==> src/rtl/mux_rr_arbiter_if.sv <==
// Requester/consumer bundle of the round-robin mux arbiter, plus read-only debug taps.
// Handshake: Valid is held while Ready is low, with Select/Grant frozen, and a transfer happens on a
// rising Clk edge where Valid && Ready. Valid may fall without a transfer if the granted requester drops Req.
interface mux_rr_arbiter_if #(
  parameter int SEL       = 2,
  parameter int MAX_BURST = 4
);
  localparam int N  = 1 << SEL;
  localparam int CW = $clog2(MAX_BURST + 1);

  logic [N-1:0]   Req;
  logic [N-1:0]   Last;
  logic           Ready;
  logic [SEL-1:0] Select;
  logic [N-1:0]   Grant;
  logic           Valid;

  // Debug view of internal state: 0 = IDLE, 1 = GRANT.
  logic           dbg_state;
  logic [SEL-1:0] dbg_ptr;
  logic [CW-1:0]  dbg_cnt;

  modport master (
    output Req, Last, Ready,
    input  Select, Grant, Valid, dbg_state, dbg_ptr, dbg_cnt
  );

  modport slave (
    input  Req, Last, Ready,
    output Select, Grant, Valid, dbg_state, dbg_ptr, dbg_cnt
  );
endinterface

==> src/rtl/mux_rr_arbiter.sv <==
// Round-robin arbiter that owns the select of a shared 2**SEL-entry mux.
// A grant is held until Last, a MAX_BURST-transfer burst, or requester withdrawal, then re-arbitrated.
module mux_rr_arbiter #(
  parameter int SEL       = 2,
  parameter int MAX_BURST = 4
) (
  input  logic             Clk,
  input  logic             Rst_n,
  mux_rr_arbiter_if.slave  bus
);
  localparam int N  = 1 << SEL;
  localparam int CW = $clog2(MAX_BURST + 1);

  typedef enum logic {
    IDLE  = 1'b0,
    GRANT = 1'b1
  } state_e;

  state_e         state_q, state_d;
  logic [SEL-1:0] sel_q, sel_d;
  logic [N-1:0]   grant_q, grant_d;
  logic [SEL-1:0] ptr_q, ptr_d;
  logic [CW-1:0]  cnt_q, cnt_d;

  logic           valid;
  logic           xfer;
  logic           burst_end;
  logic           release_now;
  logic [SEL-1:0] arb_ptr;
  logic [SEL-1:0] idx;
  logic [SEL-1:0] pick_idx;
  logic           pick_found;

  assign valid       = (state_q == GRANT) && bus.Req[sel_q];
  assign xfer        = valid && bus.Ready;
  assign burst_end   = (cnt_q == CW'(MAX_BURST - 1));
  assign release_now = (state_q == GRANT) &&
                       (!bus.Req[sel_q] || (xfer && (bus.Last[sel_q] || burst_end)));

  // On release the search starts just past the outgoing owner, so it ends up lowest priority.
  assign arb_ptr = (state_q == GRANT) ? sel_q + SEL'(1) : ptr_q;

  always_comb begin
    pick_found = 1'b0;
    pick_idx   = '0;
    idx        = '0;
    for (int i = 0; i < N; i++) begin
      idx = arb_ptr + SEL'(i);
      if (!pick_found && bus.Req[idx]) begin
        pick_found = 1'b1;
        pick_idx   = idx;
      end
    end
  end

  always_comb begin
    state_d = state_q;
    sel_d   = sel_q;
    grant_d = grant_q;
    ptr_d   = ptr_q;
    cnt_d   = cnt_q;
    unique case (state_q)
      IDLE: begin
        grant_d = '0;
        if (pick_found) begin
          state_d = GRANT;
          sel_d   = pick_idx;
          grant_d = N'(1) << pick_idx;
          cnt_d   = '0;
        end
      end
      GRANT: begin
        if (release_now) begin
          ptr_d = sel_q + SEL'(1);
          cnt_d = '0;
          if (pick_found) begin
            sel_d   = pick_idx;
            grant_d = N'(1) << pick_idx;
          end else begin
            state_d = IDLE;
            grant_d = '0;
          end
        end else if (xfer) begin
          cnt_d = cnt_q + CW'(1);
        end
      end
      default: begin
        state_d = IDLE;
        grant_d = '0;
      end
    endcase
  end

  always_ff @(posedge Clk or negedge Rst_n) begin
    if (!Rst_n) begin
      state_q <= IDLE;
      sel_q   <= '0;
      grant_q <= '0;
      ptr_q   <= '0;
      cnt_q   <= '0;
    end else begin
      state_q <= state_d;
      sel_q   <= sel_d;
      grant_q <= grant_d;
      ptr_q   <= ptr_d;
      cnt_q   <= cnt_d;
    end
  end

  assign bus.Select    = sel_q;
  assign bus.Grant     = grant_q;
  assign bus.Valid     = valid;
  assign bus.dbg_state = state_q;
  assign bus.dbg_ptr   = ptr_q;
  assign bus.dbg_cnt   = cnt_q;
endmodule
==> src/flat_wrapper.sv <==
// flat-port wrapper written by rule: the top's interface ports become plain ports
module mux_rr_arbiter_flat 
#(
  parameter int SEL       = 2,
  parameter int MAX_BURST = 4
)
  (Clk, Rst_n, bus_Req, bus_Last, bus_Ready, bus_Select, bus_Grant, bus_Valid, bus_dbg_state, bus_dbg_ptr, bus_dbg_cnt);
  mux_rr_arbiter_if #(.SEL(SEL), .MAX_BURST(MAX_BURST)) bus_i ();
  input  logic Clk;
  input  logic Rst_n;
  input wire logic [$bits(bus_i.Req)-1:0] bus_Req;
  input wire logic [$bits(bus_i.Last)-1:0] bus_Last;
  input wire logic [$bits(bus_i.Ready)-1:0] bus_Ready;
  output wire logic [$bits(bus_i.Select)-1:0] bus_Select;
  output wire logic [$bits(bus_i.Grant)-1:0] bus_Grant;
  output wire logic [$bits(bus_i.Valid)-1:0] bus_Valid;
  output wire logic [$bits(bus_i.dbg_state)-1:0] bus_dbg_state;
  output wire logic [$bits(bus_i.dbg_ptr)-1:0] bus_dbg_ptr;
  output wire logic [$bits(bus_i.dbg_cnt)-1:0] bus_dbg_cnt;
  assign bus_i.Req = bus_Req;
  assign bus_i.Last = bus_Last;
  assign bus_i.Ready = bus_Ready;
  assign bus_Select = bus_i.Select;
  assign bus_Grant = bus_i.Grant;
  assign bus_Valid = bus_i.Valid;
  assign bus_dbg_state = bus_i.dbg_state;
  assign bus_dbg_ptr = bus_i.dbg_ptr;
  assign bus_dbg_cnt = bus_i.dbg_cnt;
  mux_rr_arbiter #(.SEL(SEL), .MAX_BURST(MAX_BURST)) u_core (.Clk(Clk), .Rst_n(Rst_n), .bus(bus_i));
endmodule
==> config.mk <==
export PLATFORM = sky130hd
export DESIGN_NAME = mux_rr_arbiter_flat
export DESIGN_NICKNAME = d
export VERILOG_FILES = /design/src/rtl/mux_rr_arbiter_if.sv /design/src/rtl/mux_rr_arbiter.sv /design/src/flat_wrapper.sv
export SDC_FILE = /design/constraint.sdc
export NUM_CORES = 1
export LEC_CHECK = 0
export CAP_MARGIN = 25
export CORE_UTILIZATION = 45
export CTS_BUF_LIST = sky130_fd_sc_hd__clkbuf_16
export DETAILED_ROUTE_END_ITERATION = 8
export GPL_TIMING_DRIVEN = 0
export PLACE_DENSITY = 0.88
export SYNTH_ARGS = -nofsm -noshare
export SYNTH_HDL_FRONTEND = slang
export SYNTH_SLANG_ARGS = --single-unit
==> constraint.sdc <==
create_clock -name Clk -period 2.28 [get_ports Clk]
set_input_delay 0.456 -clock Clk [delete_from_list [all_inputs] [get_ports Clk]]
set_output_delay 0.456 -clock Clk [all_outputs]
set_load 0.05 [all_outputs]
Yosys cells after proc, flatten, opt, wreduce, memory -nomap -nowiden
Index checks and enable logic that the tools add are counted.

word-level totals
  memory bits (writable) = 0
  word-level logic and storage cells = 70
  bits of input ports = 11
  memories kept = 0
  bits in latches = 0
  register bits after elaboration = 12
  memory bits (read-only) = 0

operators by class
  bitwise gates (word level) = 1
  shift operators = 1
  $add $sub $neg = 5
  mux-type cells = 34
  div/mod/pow operators = 0
  multipliers = 0
  reductions and logical operators = 15
  order comparisons = 5
  eq/ne operators = 4

operators with widths
  operator               number
  $lt A2 B3 Y1 const B   5
  $mux W2                7
  $bmux W1 S2            6
  $mux W1                12
  $mux W3                3
  $mux W4                2
  $pmux W4 S2            1
  $logic_and A1 B1 Y1    7
  $pmux W3 S2            1
  $add A2 B1 Y2 const B  2
  $add A2 B2 Y2 const B  2
  $logic_not A1 Y1       4
  $pmux W2 S2            1
  $reduce_and A2 Y1      2
  $shl A1 B2 Y4 const A  1
  $add A3 B1 Y3 const B  1
  $eq A3 B2 Y1 const B   1
  $ne A3 B3 Y1 const B   1
  $logic_or A1 B1 Y1     2
  $ne A2 B1 Y1 const B   1
  $ne A2 B2 Y1 const B   1
  $pmux W1 S2            1
  $not A1 Y1             1

Longest topological paths before layout
  depth after elaboration = 18
  gate-level depth with buffers = 8
  mapped depth without buffers = 7

Worst setup path before layout
Ideal clock, no wire load.

  path type = register -> register
  start point = register u_core.sel_q[0], in the netlist u_core.bus.Select[0]
  end point = register u_core.grant_q[2], in the netlist u_core.bus.Grant[2]
  path buffers = 2
  stages on the path, launching flop included = 8
  setup time = 68 ps
  data required time = 2212 ps
  arrival = 2272 ps
  path slack = -60 ps
  cells stage by stage = dfrtp_1 buf_6 mux4_2 and2_4 and2_4 buf_6 nor4_2 a32o_1

between the ends
  elaborated cells on any way between the ends = 43
  classes of those cells = 4 x add/sub; 1 x eq/ne; 1 x shift; 24 x mux; 13 x reduce/logical

RTL lines
  element                        line                   text
  from (decl)                    mux_rr_arbiter.sv:20   logic [SEL-1:0] sel_q, sel_d;
  from (signal assigned)         mux_rr_arbiter.sv:103  sel_q <= sel_d;
  $bmux W1 S2                    mux_rr_arbiter.sv:34   assign valid = (state_q == GRANT) && bus.Req[sel_q];
  $mux W1 (implied by the code)  mux_rr_arbiter.sv:34
  $logic_and A1 B1 Y1            mux_rr_arbiter.sv:34
  named net bus_Valid            flat_wrapper.sv:16     output wire logic [$bits(bus_i.Valid)-1:0] bus_Valid;
  $logic_and A1 B1 Y1            mux_rr_arbiter.sv:35   assign xfer = valid && bus.Ready;
  $logic_and A1 B1 Y1            mux_rr_arbiter.sv:38   (!bus.Req[sel_q] || (xfer && (bus.Last[sel_q] || burst_end)));
  $logic_or A1 B1 Y1             mux_rr_arbiter.sv:38
  $logic_and A1 B1 Y1            mux_rr_arbiter.sv:37   assign release_now = (state_q == GRANT) &&
  $ne A2 B2 Y1 (no line)         n/a
  to (signal assigned)           mux_rr_arbiter.sv:104  grant_q <= grant_d;
  to (decl)                      mux_rr_arbiter.sv:21   logic [N-1:0] grant_q, grant_d;

The timed path passes the listed nets, and every way through them passes these cells. The select of a mux whose other input is x is not followed.
A chain may end at the register's enable or synchronous reset.

Worst setup path in the final report
  start point = register u_core.sel_q[0], in the netlist u_core.bus.Select[0]
  end point = output port bus_Valid

between the ends
  longest elaborated chain between the ends = 3

RTL lines
  element                        line
  $bmux W1 S2                    mux_rr_arbiter.sv:34
  $mux W1 (implied by the code)  mux_rr_arbiter.sv:34
  $logic_and A1 B1 Y1            mux_rr_arbiter.sv:34
  to (decl)                      flat_wrapper.sv:16

Every way passes these cells. The select of a mux whose other input is x is not followed.

==> flow_summary.yaml <==
critical_path:
  worst_setup_path_start_kind: "register"
  arrival_ns: 1.69
  r2r_cells: 6
  r2r-end: "u_core.bus.Grant[3]$_DFFE_PN0P_"
  timing.critical_path.required_ns: 1.82
  timing.critical_path.to_type: "output port"
  reg2reg_setup_slack_ns: 0.20
  r2r_start: "u_core.bus.Select[0]$_DFFE_PN0P_"
  worstPathMaxFanout: 8
  ws_path_type: "register to output port"
status:
  status: "finished clean"
worst_hold_path:
  whs_endpoint: "u_core.bus.Grant[0]$_DFFE_PN0P_"
  holdPathStages: 2
  hold_path.startpoint: "u_core.bus.Grant[0]$_DFFE_PN0P_"
  timing.hold.worst.class: "register to register"
grt:
  grt_antenna_before_repair: 0
  grt_first_pass_wirelength_microns: 3490
  grt_start_max_net_pins: 13
  grtUsageTotal_pct: 24.9
  global_route.overflow_total: 0
  first_global_vias: 745
synth:
  synth_fp_nets: 100
  ys_seq_elements: 12
  synth_area_sq_um: 798
  synth.avg_cell_area_sq_um: 9.18
  synth.lib_cells_used.distinct: 33
  synth_edf_count: 0
  yosysSeqAreaShare_pct: 37.6
  synth_async_sr_flop_share_pct: 100
  syn_inst: 87
  ys.warnings.count: 0
  yosys_most_used_dff: "sky130_fd_sc_hd__dfrtp_1"
drt:
  remaining_drc_errors: 0
  count_of_vias_placed_by_the_detailed_router: 778
  drt_iter0_markers: 22
  routed-wl-met3_microns: 92
  top_layer: "met4"
  routed-wl-met2_microns: 1020
  vias_per_cell: 5.94
  detail-route-antenna-nets: 0
  first_drt_pass_iteration_count: 6
  detailed_routing_wirelength_on_met1_microns: 925
  total_wire_length_microns: 2050
  drt-wirelength-per-cell_microns: 15.6
cts:
  cts_tree: "done"
  clock_insertion_delay_at_the_later_pin_of_the_skew_report_ns: 0.24
  cts_root_buffer: "sky130_fd_sc_hd__clkbuf_16"
  cts_num_sinks: 12
  ctsLongestPathBuffers: 2
  clkTransAtPathRegs_ns: 0.04
  cts_buffers: 3
  htree_levels: 1
sta:
  fin_crit_sh_pct: 94.2
  maxSlewHeadroom_pct: 62.8
  timing_hold_violations_final: 0
  setup_repair_after_global_routing_missed_its_margin: "false"
  setup_viol: 0
  layout_min_cycle_time_ns: 2.15
  finalMaxSlewViolations: 0
  worst_max_slew_pin_slew_ns: 0.556
  max_clock_freq_ghz: 0.466
  skew_ns: 0.00260
  setup_ws_ns: 0.133
placement:
  finalWeightedCongestion: 0.790
  pre_cts_slack_ns: -0.579
  place.port_buffers: 23
  dp_hpwl_microns: 1400
power:
  power_density_nw_per_um2: 1550
  power_switching_share_pct: 45.5
  part_of_the_total_power_dissipated_in_sequential_elements_pct: 21.0
  net-switching-power_uw: 794
  cell_internal_pwr_uw: 950
  ir_drop_uv: 945
  clock_power_share_pct: 18.4
  leakage_power_nw: 0.498
  power_mw: 1.74
  combinationalPowerShare_pct: 60.6
finish:
  layout.cells.most_common_list: "18 x sky130_fd_sc_hd__clkdlybuf4s50_1, 13 x sky130_fd_sc_hd__nand2_1, 11 x sky130_fd_sc_hd__dfrtp_1"
  area_delta_synth_final_pct: 41.1
  utilization_pct: 71.4
  commonest_non_fill_non_tap_cell_in_the_layout: "sky130_fd_sc_hd__clkdlybuf4s50_1"
  num_antenna_cells: 0
  design.final.nets: 129
  drive_gt1_share_pct: 14.8
floorplan:
  placeableCoreArea_sq_um: 1580
  die-height_microns: 44.1
  floorplan.initialDensity_pct: 50.6
  floorplan.die_area_sq_um: 1950
  floorplan.io_pins: 24
  die_x_microns: 44.1
  rows: 14
run:
  maxCapViolCount: 0
-- flip-flops by register name, summed over array words and instances, names as in the netlist --
signal,count
u_core.bus.dbg_ptr,2
u_core.bus.Select,2
u_core.bus.dbg_cnt,3
u_core.bus.dbg_state,1
u_core.bus.Grant,4
-- worst max-delay path, cell delays in order (launching register included) --
cell	delay, ns
sky130_fd_sc_hd__dfrtp_2	0.38
sky130_fd_sc_hd__buf_6	0.14
sky130_fd_sc_hd__mux4_2	0.54
sky130_fd_sc_hd__and2_4	0.19
sky130_fd_sc_hd__buf_2	0.21
-- what timing repair did --
| item | CTS | global route |
|---|---|---|
| setup endpoints to repair | 2 | 0 |
| resized for setup | 9 | 0 |
| setup buffers | 1 | 0 |
| hold buffers | 0 | 0 |
-- kinds of logic (layout without fill, tap and decap cells) --
| family | count (synthesis) | in the layout | synth area share [%] |
|---|---|---|---|
| simple gates | 37 | 37 | 25.4 |
| compound gates | 17 | 17 | 14.9 |
| flops | 12 | 12 | 37.6 |
| buf+inv | 11 | 39 | 7.21 |
| mux | 7 | 7 | 10.7 |
| fa+ha+maj | 2 | 2 | 3.13 |
| xor+xnor | 1 | 1 | 1.10 |
-- power groups by stage --
stage          combinational, mW  clock [mW]  sequential (mW)
6_report                    1.06       0.320            0.367
4_1_cts                     1.06       0.324            0.363
2_1_floorplan              0.504           0            0.612
5_1_grt                     1.13       0.342            0.377
3_3_place_gp                1.02           0            0.360
3_5_place_dp                1.04           0            0.363
-- Yosys cell counts, types with 2 or more instances --
cell | n | area (sq um)
sky130_fd_sc_hd__o21ai_0 | 6 | 30.0
sky130_fd_sc_hd__mux2_2 | 2 | 22.5
sky130_fd_sc_hd__nand4_1 | 2 | 12.5
sky130_fd_sc_hd__nand2_1 | 13 | 48.8
sky130_fd_sc_hd__mux2i_1 | 4 | 40.0
sky130_fd_sc_hd__ha_1 | 2 | 25.0
sky130_fd_sc_hd__a21oi_1 | 2 | 10.0
sky130_fd_sc_hd__o31ai_1 | 2 | 15.0
sky130_fd_sc_hd__nor2b_1 | 4 | 25.0
sky130_fd_sc_hd__and2_4 | 2 | 17.5
sky130_fd_sc_hd__nor2_1 | 6 | 22.5
sky130_fd_sc_hd__dfrtp_1 | 12 | 300
sky130_fd_sc_hd__buf_6 | 2 | 22.5
sky130_fd_sc_hd__nand3_1 | 2 | 10.0
sky130_fd_sc_hd__inv_1 | 7 | 26.3
sky130_fd_sc_hd__and2b_2 | 2 | 17.5
-- how the worst max path moves through the flow --
stage,slack [ns],endpoint,from
after floorplan,0.08,u_core.bus.Grant[2]$_DFFE_PN0P_,u_core.bus.Select[0]$_DFFE_PN0P_
final,0.13,bus_Valid,u_core.bus.Select[0]$_DFFE_PN0P_
after detailed placement,-0.58,bus_Valid,bus_Req[3]
after global routing,0.1,bus_Valid,u_core.bus.Select[0]$_DFFE_PN0P_
after CTS,0.14,bus_Valid,u_core.bus.Select[0]$_DFFE_PN0P_
after global placement,-0.58,bus_Valid,bus_Req[3]
-- metrics by stage --
stage          hold slack (ns)  TNS, ns  cells  cell area, sq um
2_1_floorplan            0.160        0     87               800
3_3_place_gp             0.463   -0.899    126              1050
3_5_place_dp             0.467   -0.966    126              1050
4_1_cts                  0.495        0    131              1130
5_1_grt                  0.506        0    131              1130
6_report                 0.492        0    131              1130
-- cell type report --
| class | instances | area, sq um |
|---|---|---|
| flip-flops and latches | 12 | 302 |
| fillers | 117 | 450 |
| multi-input cells | 64 | 440 |
| clock inverters | 1 | 3.75 |
| repair buffers | 24 | 228 |
| well taps | 16 | 20.0 |
| plain buffers | 4 | 31.3 |
| inverters | 7 | 26.3 |
| clock buffers | 3 | 75.1 |
-- routing by layer --
layer | vias up | GRT usage, %
met5 | - | 0
met1 | 385 | 31.3
met4 | 0 | 7.88
met2 | 22 | 42.1
li1 | 369 | -
met3 | 2 | 6.12
Power figures use the tool's default switching activity.
==> patch: new RTL, same settings <==
`MAX_BURST` is set to 4 in 3 places; all go to 16.
--- a/src/rtl/mux_rr_arbiter_if.sv
+++ b/src/rtl/mux_rr_arbiter_if.sv
@@ -3,7 +3,7 @@
 // rising Clk edge where Valid && Ready. Valid may fall without a transfer if the granted requester drops Req.
 interface mux_rr_arbiter_if #(
   parameter int SEL       = 2,
-  parameter int MAX_BURST = 4
+  parameter int MAX_BURST = 16
 );
   localparam int N  = 1 << SEL;
   localparam int CW = $clog2(MAX_BURST + 1);
--- a/src/rtl/mux_rr_arbiter.sv
+++ b/src/rtl/mux_rr_arbiter.sv
@@ -2,7 +2,7 @@
 // A grant is held until Last, a MAX_BURST-transfer burst, or requester withdrawal, then re-arbitrated.
 module mux_rr_arbiter #(
   parameter int SEL       = 2,
-  parameter int MAX_BURST = 4
+  parameter int MAX_BURST = 16
 ) (
   input  logic             Clk,
   input  logic             Rst_n,
--- a/src/flat_wrapper.sv
+++ b/src/flat_wrapper.sv
@@ -2,7 +2,7 @@
 module mux_rr_arbiter_flat 
 #(
   parameter int SEL       = 2,
-  parameter int MAX_BURST = 4
+  parameter int MAX_BURST = 16
 )
   (Clk, Rst_n, bus_Req, bus_Last, bus_Ready, bus_Select, bus_Grant, bus_Valid, bus_dbg_state, bus_dbg_ptr, bus_dbg_cnt);
   mux_rr_arbiter_if #(.SEL(SEL), .MAX_BURST(MAX_BURST)) bus_i ();
Ports: changed (resized bus_dbg_cnt); port bits go from 24 to 26. The function was not compared with the original's and may differ.
==> patch against the unedited design <==
- wire length grew 3.1%
- design area grew 11%
- highest routed layer unchanged
- sequential cell count grew 2
- area after synthesis grew 9.6%
- non-clock buffer count grew 2
- total power grew 0.67%
- worst setup slack gained 45 ps
- clock skew shrank 1.9 ps
- core utilization shrank 1.2 points
==> patch: results (changes against the unedited design) <==
| Metric | Value |
|---|---|
| R2R Setup Slk | 390 ps (+190 ps) |
| RD Place Congestion | 0.8537 (+8.1%) |
| Register area share after synthesis | 40.06% (+2.4 points) |
| Post-DP HPWL | 1543 µm (+10%) |
| Vias | 870 (+12%) |
| Port-buffer cells | 25 (+8.7%) |
| Syn Inst Count | 92 (+5.7%) |
| Clock skew | 0.6584 ps (-1.944 ps) |
| Synth cell count leaders | dfrtp_1, nand2_1, o21ai_0 |
| Worst reg-to-reg path cell count | 7 (+1) |
| Vias in the first global route | 805 (+8.1%) |
| Outcome | complete, no violations |
| Net Sw Frac | 44.99% (-0.54 points) |
| Critical Path AT | 1650 ps (-40 ps) |
| Dpl ws | -598.5 ps (-19.80 ps) |
| Hold Path Origin | u_core.bus.Grant[3] |
| Max reg flops | 5 (+1) |
| VDD IR max | 772.0 µV (-18%) |
| Via density | 5.918 (-0.35%) |
| Synth unique cells | 36 (+9.1%) |
| Total Routed Length | 2113 µm (+3.1%) |
| Net count after synthesis | 105 (+5.0%) |
| WHS Endpoint | u_core.bus.Grant[3] |
| Detailed Routing Iterations Pass 1 | 4 (-2) |
| Rel. slew slack | 59.25% (-3.6 points) |
| Top post-synthesis cells by area | dfrtp_1, o21ai_0, mux4_2 |
| Layout cells sized above 1 | 16.39% (+1.6 points) |
| Largest net degree at the start of global routing | 15 (+2) |
| Nets | 136 (+5.4%) |
| R2r startpoint | u_core.bus.dbg_cnt[0] |
[patch: cell types whose count changed in the layout (fill, tap and decap cells not counted), moves of 3 or more]
cell	unedited run	this run
nand3_1	2	5
dlymetal6s2s_1	0	3
mux2i_1	4	0
dfrtp_1	11	14
dlygate4sd2_1	4	1
o21ai_0	6	9
[patch: through the flow]
step	hold slack [ps]	TNS, ps	area [µm²]
3_5_place_dp	481.2	-1553	1156
6_report	484.7	0	1252
4_1_cts	491.2	0	1239
3_3_place_gp	461.1	-895.8	1156
2_1_floorplan	160.4	0	874.6
5_1_grt	515.6	0	1252
[patch: timing repair]
| action | CTS | global route |
|---|---|---|
| endpoints found under the hold margin | 0 | 0 |
| setup endpoints to repair | 1 | 6 |
| setup buffers | 1 | 0 |
| gates resized for setup | 7 | 4 |
[patch: cell families after synthesis]
kind of cell / Yosys count / synth area share [%]
mux: 2 / 5.150
compound gates: 26 / 19.89
flops: 14 / 40.06
fa+ha+maj: 2 / 2.861
simple gates: 38 / 24.46
buf+inv: 9 / 6.580
xor+xnor: 1 / 1.002
[patch: area by class of cell]
| class | count | area, µm² |
|---|---|---|
| fill | 132 | 530.5 |
| multi-input combinational | 69 | 473.0 |
| sequential | 14 | 350.3 |
| timing repair buffer | 26 | 261.5 |
| clock buffer | 3 | 75.07 |
| buffer | 4 | 38.79 |
| tap | 25 | 31.28 |
| inverter | 5 | 18.77 |
| clock inverter | 1 | 3.754 |
[patch: worst reg2reg max path: cells and delay by family (launching register included)]
| kind | cells | cell delay [ps] |
|---|---|---|
| fa+ha+maj | 2 | 420 |
| compound gates | 1 | 190 |
| simple gates | 4 | 810 |
| flops | 1 | 410 |
[patch: worst max path at each step]
stage	startpoint	endpoint	slack, ps	cells past startpoint
6_report	bus_Req[3]	bus_Valid	180	4
5_1_grt	bus_Req[3]	bus_Valid	140	4
4_1_cts	bus_Req[1]	bus_Valid	8	4
3_5_place_dp	bus_Req[3]	bus_Valid	-600	4
3_3_place_gp	bus_Req[3]	bus_Valid	-580	4
2_1_floorplan	u_core.bus.Select[1]	u_core.bus.Grant[1]	110	6
[patch: routing by layer]
layer | global-route usage [%] | vias to the layer above | part of all wire [%]
met3 | 2.745 | 8 | 5.7
met2 | 37.46 | 43 | 52
met4 | 14.71 | 0 | 2.5
met1 | 27.16 | 416 | 40
li1 | - | 403 | -
met5 | 0 | - | 0
[patch: power groups by stage]
stage	sequential [µW]	clock, µW	combinational [µW]
after global placement	390	0	984
after detailed placement	397	0	1000
after global routing	401	350	1090
final	392	332	1030
after CTS	394	334	1030
after floorplan	647	0	466
